--- config.mk ---
export PLATFORM = sky130hd
export DESIGN_NAME = serial_mag_compare_flat
export DESIGN_NICKNAME = d
export VERILOG_FILES = /design/src/rtl/serial_mag_compare_pkg.sv /design/src/rtl/serial_mag_compare_if.sv /design/src/rtl/serial_mag_compare_slice.sv /design/src/rtl/serial_mag_compare.sv /design/src/flat_wrapper.sv
export SDC_FILE = /design/constraint.sdc
export NUM_CORES = 1
export LEC_CHECK = 0
export CORE_MARGIN = 1.5
export CORE_UTILIZATION = 41
export DETAILED_ROUTE_END_ITERATION = 8
export HOLD_SLACK_MARGIN = 0.05
export PLACE_DENSITY = 0.7
export SLEW_MARGIN = 0
export SYNTH_ARGS = -nofsm -noshare
export SYNTH_HDL_FRONTEND = slang
export SYNTH_HIERARCHICAL = 1
export SYNTH_SLANG_ARGS = --single-unit
--- constraint.sdc ---
create_clock -name clk -period 2 [get_ports clk]
set_clock_uncertainty 0.2 [all_clocks]
set_input_delay 0.4 -clock clk [delete_from_list [all_inputs] [get_ports clk]]
set_output_delay 0.4 -clock clk [all_outputs]
set_load 0.03 [all_outputs]
--- src/rtl/serial_mag_compare_pkg.sv ---
// Shared types for the bit-serial magnitude comparator: FSM states, result bundle and reset values.
package cmp_pkg;

  typedef enum logic [1:0] {
    IDLE = 2'd0,
    RUN  = 2'd1,
    DONE = 2'd2
  } state_t;

  typedef struct packed {
    logic eq;
    logic b_gt_a;
    logic a_gt_b;
  } cmp_result_t;

  localparam state_t      STATE_RESET  = IDLE;
  localparam cmp_result_t RESULT_RESET = '0;

endpackage

--- src/rtl/serial_mag_compare_if.sv ---
// Start/done handshake, operand and result bundle for serial_mag_compare.
interface serial_mag_compare_if #(
  parameter int W = 4
) ();
  import cmp_pkg::*;

  logic         start;
  logic [W-1:0] a;
  logic [W-1:0] b;
  logic         busy;
  logic         done;
  logic         eq;
  logic         b_gt_a;
  logic         a_gt_b;

  modport master (
    output start, a, b,
    input  busy, done, eq, b_gt_a, a_gt_b
  );

  modport slave (
    input  start, a, b,
    output busy, done, eq, b_gt_a, a_gt_b
  );

endinterface

--- src/rtl/serial_mag_compare_slice.sv ---
// One-bit compare slice: folds a bit pair into the running equal/greater (b over a) cascade terms.
module bit_compare_slice (
  input  logic a1,
  input  logic b1,
  input  logic e0,
  input  logic g0,
  output logic e1,
  output logic g1
);

  assign e1 = ~(a1 ^ b1) & e0;
  assign g1 = (~a1 & b1 & e0) | g0;

endmodule

--- src/rtl/serial_mag_compare.sv ---
// Bit-serial unsigned comparator, MSB first, one bit pair per clock through a single slice.
// Optional macro EARLY_EXIT_EN ends the run at the first differing bit; results are unaffected.
module serial_mag_compare
  import cmp_pkg::*;
#(
  parameter int W = 4
) (
  input  logic                 clk,
  input  logic                 rst,
  serial_mag_compare_if.slave  bus
);

  localparam int CW = $clog2(W + 1);

  state_t      state;
  state_t      state_next;
  logic [W-1:0] sa;
  logic [W-1:0] sb;
  logic        e_r;
  logic        g_r;
  logic        e_next;
  logic        g_next;
  logic [CW-1:0] cnt;
  logic        last_bit;
  cmp_result_t result_r;

  bit_compare_slice u_slice (
    .a1 (sa[W-1]),
    .b1 (sb[W-1]),
    .e0 (e_r),
    .g0 (g_r),
    .e1 (e_next),
    .g1 (g_next)
  );

  always_comb begin
    last_bit = (cnt == '0);
`ifdef EARLY_EXIT_EN
    // Once the words differ the remaining bits cannot change the outcome.
    last_bit = last_bit | ~e_next;
`endif
    state_next = state;
    case (state)
      IDLE:    if (bus.start) state_next = RUN;
      RUN:     if (last_bit) state_next = DONE;
      DONE:    state_next = IDLE;
      default: state_next = IDLE;
    endcase
  end

  always_ff @(posedge clk) begin
    if (rst) begin
      state    <= STATE_RESET;
      sa       <= '0;
      sb       <= '0;
      e_r      <= 1'b0;
      g_r      <= 1'b0;
      cnt      <= '0;
      result_r <= RESULT_RESET;
    end else begin
      state <= state_next;
      case (state)
        IDLE: begin
          if (bus.start) begin
            sa  <= bus.a;
            sb  <= bus.b;
            e_r <= 1'b1;
            g_r <= 1'b0;
            cnt <= CW'(W - 1);
          end
        end
        RUN: begin
          e_r <= e_next;
          g_r <= g_next;
          sa  <= sa << 1;
          sb  <= sb << 1;
          cnt <= cnt - 1'b1;
          // Results are captured on the way into DONE and then held until the next finish.
          if (last_bit) begin
            result_r <= '{eq: e_next, b_gt_a: g_next, a_gt_b: ~e_next & ~g_next};
          end
        end
        default: ;
      endcase
    end
  end

  assign bus.busy   = (state != IDLE);
  assign bus.done   = (state == DONE);
  assign bus.eq     = result_r.eq;
  assign bus.b_gt_a = result_r.b_gt_a;
  assign bus.a_gt_b = result_r.a_gt_b;

endmodule

--- src/flat_wrapper.sv ---
// flat-port wrapper written by rule: the top's interface ports become plain ports
module serial_mag_compare_flat import cmp_pkg::*;
#(
  parameter int W = 4
)
  (clk, rst, bus_start, bus_a, bus_b, bus_busy, bus_done, bus_eq, bus_b_gt_a, bus_a_gt_b);
  serial_mag_compare_if #(.W(W)) bus_i ();
  input  logic clk;
  input  logic rst;
  input wire logic [$bits(bus_i.start)-1:0] bus_start;
  input wire logic [$bits(bus_i.a)-1:0] bus_a;
  input wire logic [$bits(bus_i.b)-1:0] bus_b;
  output wire logic [$bits(bus_i.busy)-1:0] bus_busy;
  output wire logic [$bits(bus_i.done)-1:0] bus_done;
  output wire logic [$bits(bus_i.eq)-1:0] bus_eq;
  output wire logic [$bits(bus_i.b_gt_a)-1:0] bus_b_gt_a;
  output wire logic [$bits(bus_i.a_gt_b)-1:0] bus_a_gt_b;
  assign bus_i.start = bus_start;
  assign bus_i.a = bus_a;
  assign bus_i.b = bus_b;
  assign bus_busy = bus_i.busy;
  assign bus_done = bus_i.done;
  assign bus_eq = bus_i.eq;
  assign bus_b_gt_a = bus_i.b_gt_a;
  assign bus_a_gt_b = bus_i.a_gt_b;
  serial_mag_compare #(.W(W)) u_core (.clk(clk), .rst(rst), .bus(bus_i));
endmodule
==> impl_metrics.env <==
export IMPL_fin_util_pct=53.74
export IMPL_syn_inst=92
export IMPL_critPathTopFamily="buffers and inverters"
export IMPL_crit_cells=1
export IMPL_combPwrFrac_pct=23.7
export IMPL_syn_num_nets=106
export IMPL_htree_levels=1
export IMPL_worstPathRequired_ns=1.40
export IMPL_fin_total_pwr_mw=0.8247
export IMPL_grt_max_degree=19
export IMPL_drv_cap=0
export IMPL_switching_power_mw=0.2297
export IMPL_drt_vias_per_instance=4.838
export IMPL_drc=0
export IMPL_fp_dieW_um=48.08
export IMPL_seqPwrFrac_pct=49.3
export IMPL_multi_input_area_um2=425.4
export IMPL_syn_area_um2=833.3
export IMPL_max_stage_delay_ns=0.67
export IMPL_min_path_cells=2
export IMPL_min_period_over_period_pct=95.08
export IMPL_outcome="finished clean"
export IMPL_cellLeakagePower_nw=0.4275
export IMPL_fin_crit_ns=1.902
export IMPL_area_growth_syn_to_layout_pct=25.23
export IMPL_grt_pass1_vias=603
export IMPL_cp_data_arrival_time_ns=1.30
export IMPL_path_cells="clkdlybuf4s50_1"
export IMPL_ios=16
export IMPL_die_area_mm2=0.002312
export IMPL_synth_top_area_share_pct=43.24
export IMPL_r2r_cells=6
export IMPL_rsz0062_at_grt="no"
export IMPL_clk_latency_ns=0.29
export IMPL_regArea_um2=360.3
export IMPL_routed_wl_mm=1.552
export IMPL_drv_slew=0
export IMPL_crit_buf_inv=1
export IMPL_vias=658
export IMPL_antenna_left=0
export IMPL_fill_cells=196
export IMPL_layout_common_cells="nor2_1 (19), dfxtp_1 (18), clkdlybuf4s50_1 (13)"
export IMPL_n_antenna_cell=0
export IMPL_port_buffers=15
export IMPL_hpwl_mm=1.143
export IMPL_irDropWorstVdd_mv=0.5371
export IMPL_cts_tree="done"
export IMPL_maxSlewHeadroom_pct=79.32
export IMPL_nets=124
export IMPL_finalSetupViolations=0
export IMPL_synth_area_leader_cell="dfxtp_1"
export IMPL_ys_seq_elements=18
export IMPL_worst_pin_slew_ns=0.3093
export IMPL_cp_start_kind="flop"
export IMPL_root_buffer="clkbuf_4"
export IMPL_start_util_pct=42.91
export IMPL_avgSynthCellArea_um2=9.058
export IMPL_cts_buffers=3
export IMPL_cpMaxStageDelayCell="clkdlybuf4s50_1"
export IMPL_fmax_mhz=525.9
export IMPL_path_clk_slew_ns=0.10
export IMPL_grt_ovfl_total=0
export IMPL_drive_gt1_share_pct=15.60
export IMPL_critPathKind="flop to primary output"
export IMPL_reg2reg_slack_ns=0.35
export IMPL_powerDensity_mw_per_mm2=790.3
export IMPL_drtIter0Drc=8
export IMPL_synth_warnings=6
export IMPL_synth_distinct_cells=32
export IMPL_ys_seq_area_share_pct=43.24
export IMPL_rows=16
export IMPL_clock_sinks=18
export IMPL_wl_per_cell_um=11.41
export IMPL_crit_path_max_fanout=2
export IMPL_min_path_type="flop to flop"
export IMPL_power_share_switching_pct=27.85
export IMPL_clockBufferDepth=2
export IMPL_yosys_top_cells_area="dfxtp_1 (43%), nor2_1 (8.6%), mux2i_1 (4.8%)"
export IMPL_antenna_found_initial=0
export IMPL_hold_violations=0
export IMPL_fin_tns_setup_ns=0
export IMPL_final_cell_area_mm2=0.001044
export IMPL_gp_congestion=0.7396
export IMPL_core_area_mm2=0.001942
export IMPL_die_y_um=48.08
export IMPL_endpoint_kind="primary output"
export IMPL_mostFrequentLayoutCell="nor2_1"
export IMPL_grt_usage_pct=15.56
export IMPL_placedInstanceArea_mm2=0.001008
export IMPL_grt_pass1_wl_mm=2.566
export IMPL_power_frac_clock_pct=26.9
export IMPL_internal_power_mw=0.5950
export IMPL_drt_pass1_iter_count=4
[path summary, 6_finish.rpt]
check	start	to
hold / removal	u_core/bus.eq$_SDFFE_PP0P_	u_core/bus.eq$_SDFFE_PP0P_
setup / recovery	u_core/bus.b_gt_a$_SDFFE_PP0P_	bus_b_gt_a
setup reg to reg	u_core/cnt[0]$_SDFFE_PP0P_	u_core/bus.a_gt_b$_SDFFE_PP0P_
hold reg to reg	u_core/bus.eq$_SDFFE_PP0P_	u_core/bus.eq$_SDFFE_PP0P_
[state kept, by name, indices dropped and copies added, names as in the netlist]
register           cells
u_core/cnt             3
u_core/bus.a_gt_b      1
u_core/bus.b_gt_a      1
u_core/e_r             1
u_core/g_r             1
u_core/state           2
u_core/sa              4
u_core/sb              4
u_core/bus.eq          1
[what timing repair did]
action	CTS	global route
resized for setup	1	0
endpoints found under the hold margin	0	0
endpoints found under the setup margin	1	0
hold buffers	0	0
buffers inserted	0	0
[power by group through the flow]
stage                     Sequential [mW]  Combinational (mW)  Clock [mW]
after CTS                           0.407               0.198       0.231
final                               0.407               0.196       0.222
after global routing                0.412               0.221       0.240
after detailed placement            0.416               0.197           0
after floorplan                     0.419               0.136           0
after global placement              0.415               0.192           0
[cell type report]
class / count / share of cell area (%)
inverters: 5 / 1.799
clock buffers: 4 / 3.477
flip-flops and latches: 18 / 34.53
well taps: 27 / 3.237
multi-input cells: 64 / 40.77
repair buffers: 18 / 16.19
[Yosys cell counts (all sizes together)]
| cell type | count |
|---|---|
| nor2 | 19 |
| and2 | 1 |
| a2bb2oi | 1 |
| nor2b | 2 |
| or3b | 1 |
| a21oi | 5 |
| mux2i | 4 |
| nand2 | 3 |
| inv | 5 |
| a21o | 1 |
| or3 | 1 |
| a221oi | 1 |
| and2b | 1 |
| nand3b | 3 |
| o21ba | 1 |
| ha | 3 |
| o21bai | 1 |
| a211oi | 4 |
| or2b | 1 |
| nor4 | 3 |
| nand3 | 2 |
| clkbuf | 1 |
| or2 | 1 |
| dfxtp | 18 |
| nor3 | 2 |
| buf | 4 |
| a22oi | 1 |
| o21ai | 2 |
[cells by family (layout without fill, tap and decap cells)]
group,count (synthesis),after routing,share of synthesized area (%)
adders and majority gates,3,3,4.505
muxes,4,4,4.805
and+or+nand+nor,40,40,26.13
DFF,18,18,43.24
buffers and inverters,10,27,5.705
AOI/OAI and AO/OA,17,17,15.62
[per-stage QoR]
stage          hold slack (ns)  std cells  worst slack (ns)
2_1_floorplan           0.2521         92            0.4489
5_1_grt                 0.2897        136           0.04303
3_3_place_gp            0.2429        132            0.1189
4_1_cts                 0.2655        136           0.08917
3_5_place_dp            0.2473        132           0.06381
6_report                0.2639        136           0.09847
[per-layer routing]
metal / vias to the layer above / track usage, % / share of wire (%) / wire length (um)
li1: 350 / - / - / -
met1: 296 / 21.14 / 48 / 749
met2: 10 / 25.33 / 47 / 729
met3: 2 / 2.264 / 4.1 / 63
met4: 0 / 4.865 / 0.58 / 9
met5: - / 0 / 0 / 0
No activity file was read; power rests on OpenSTA's default activity.
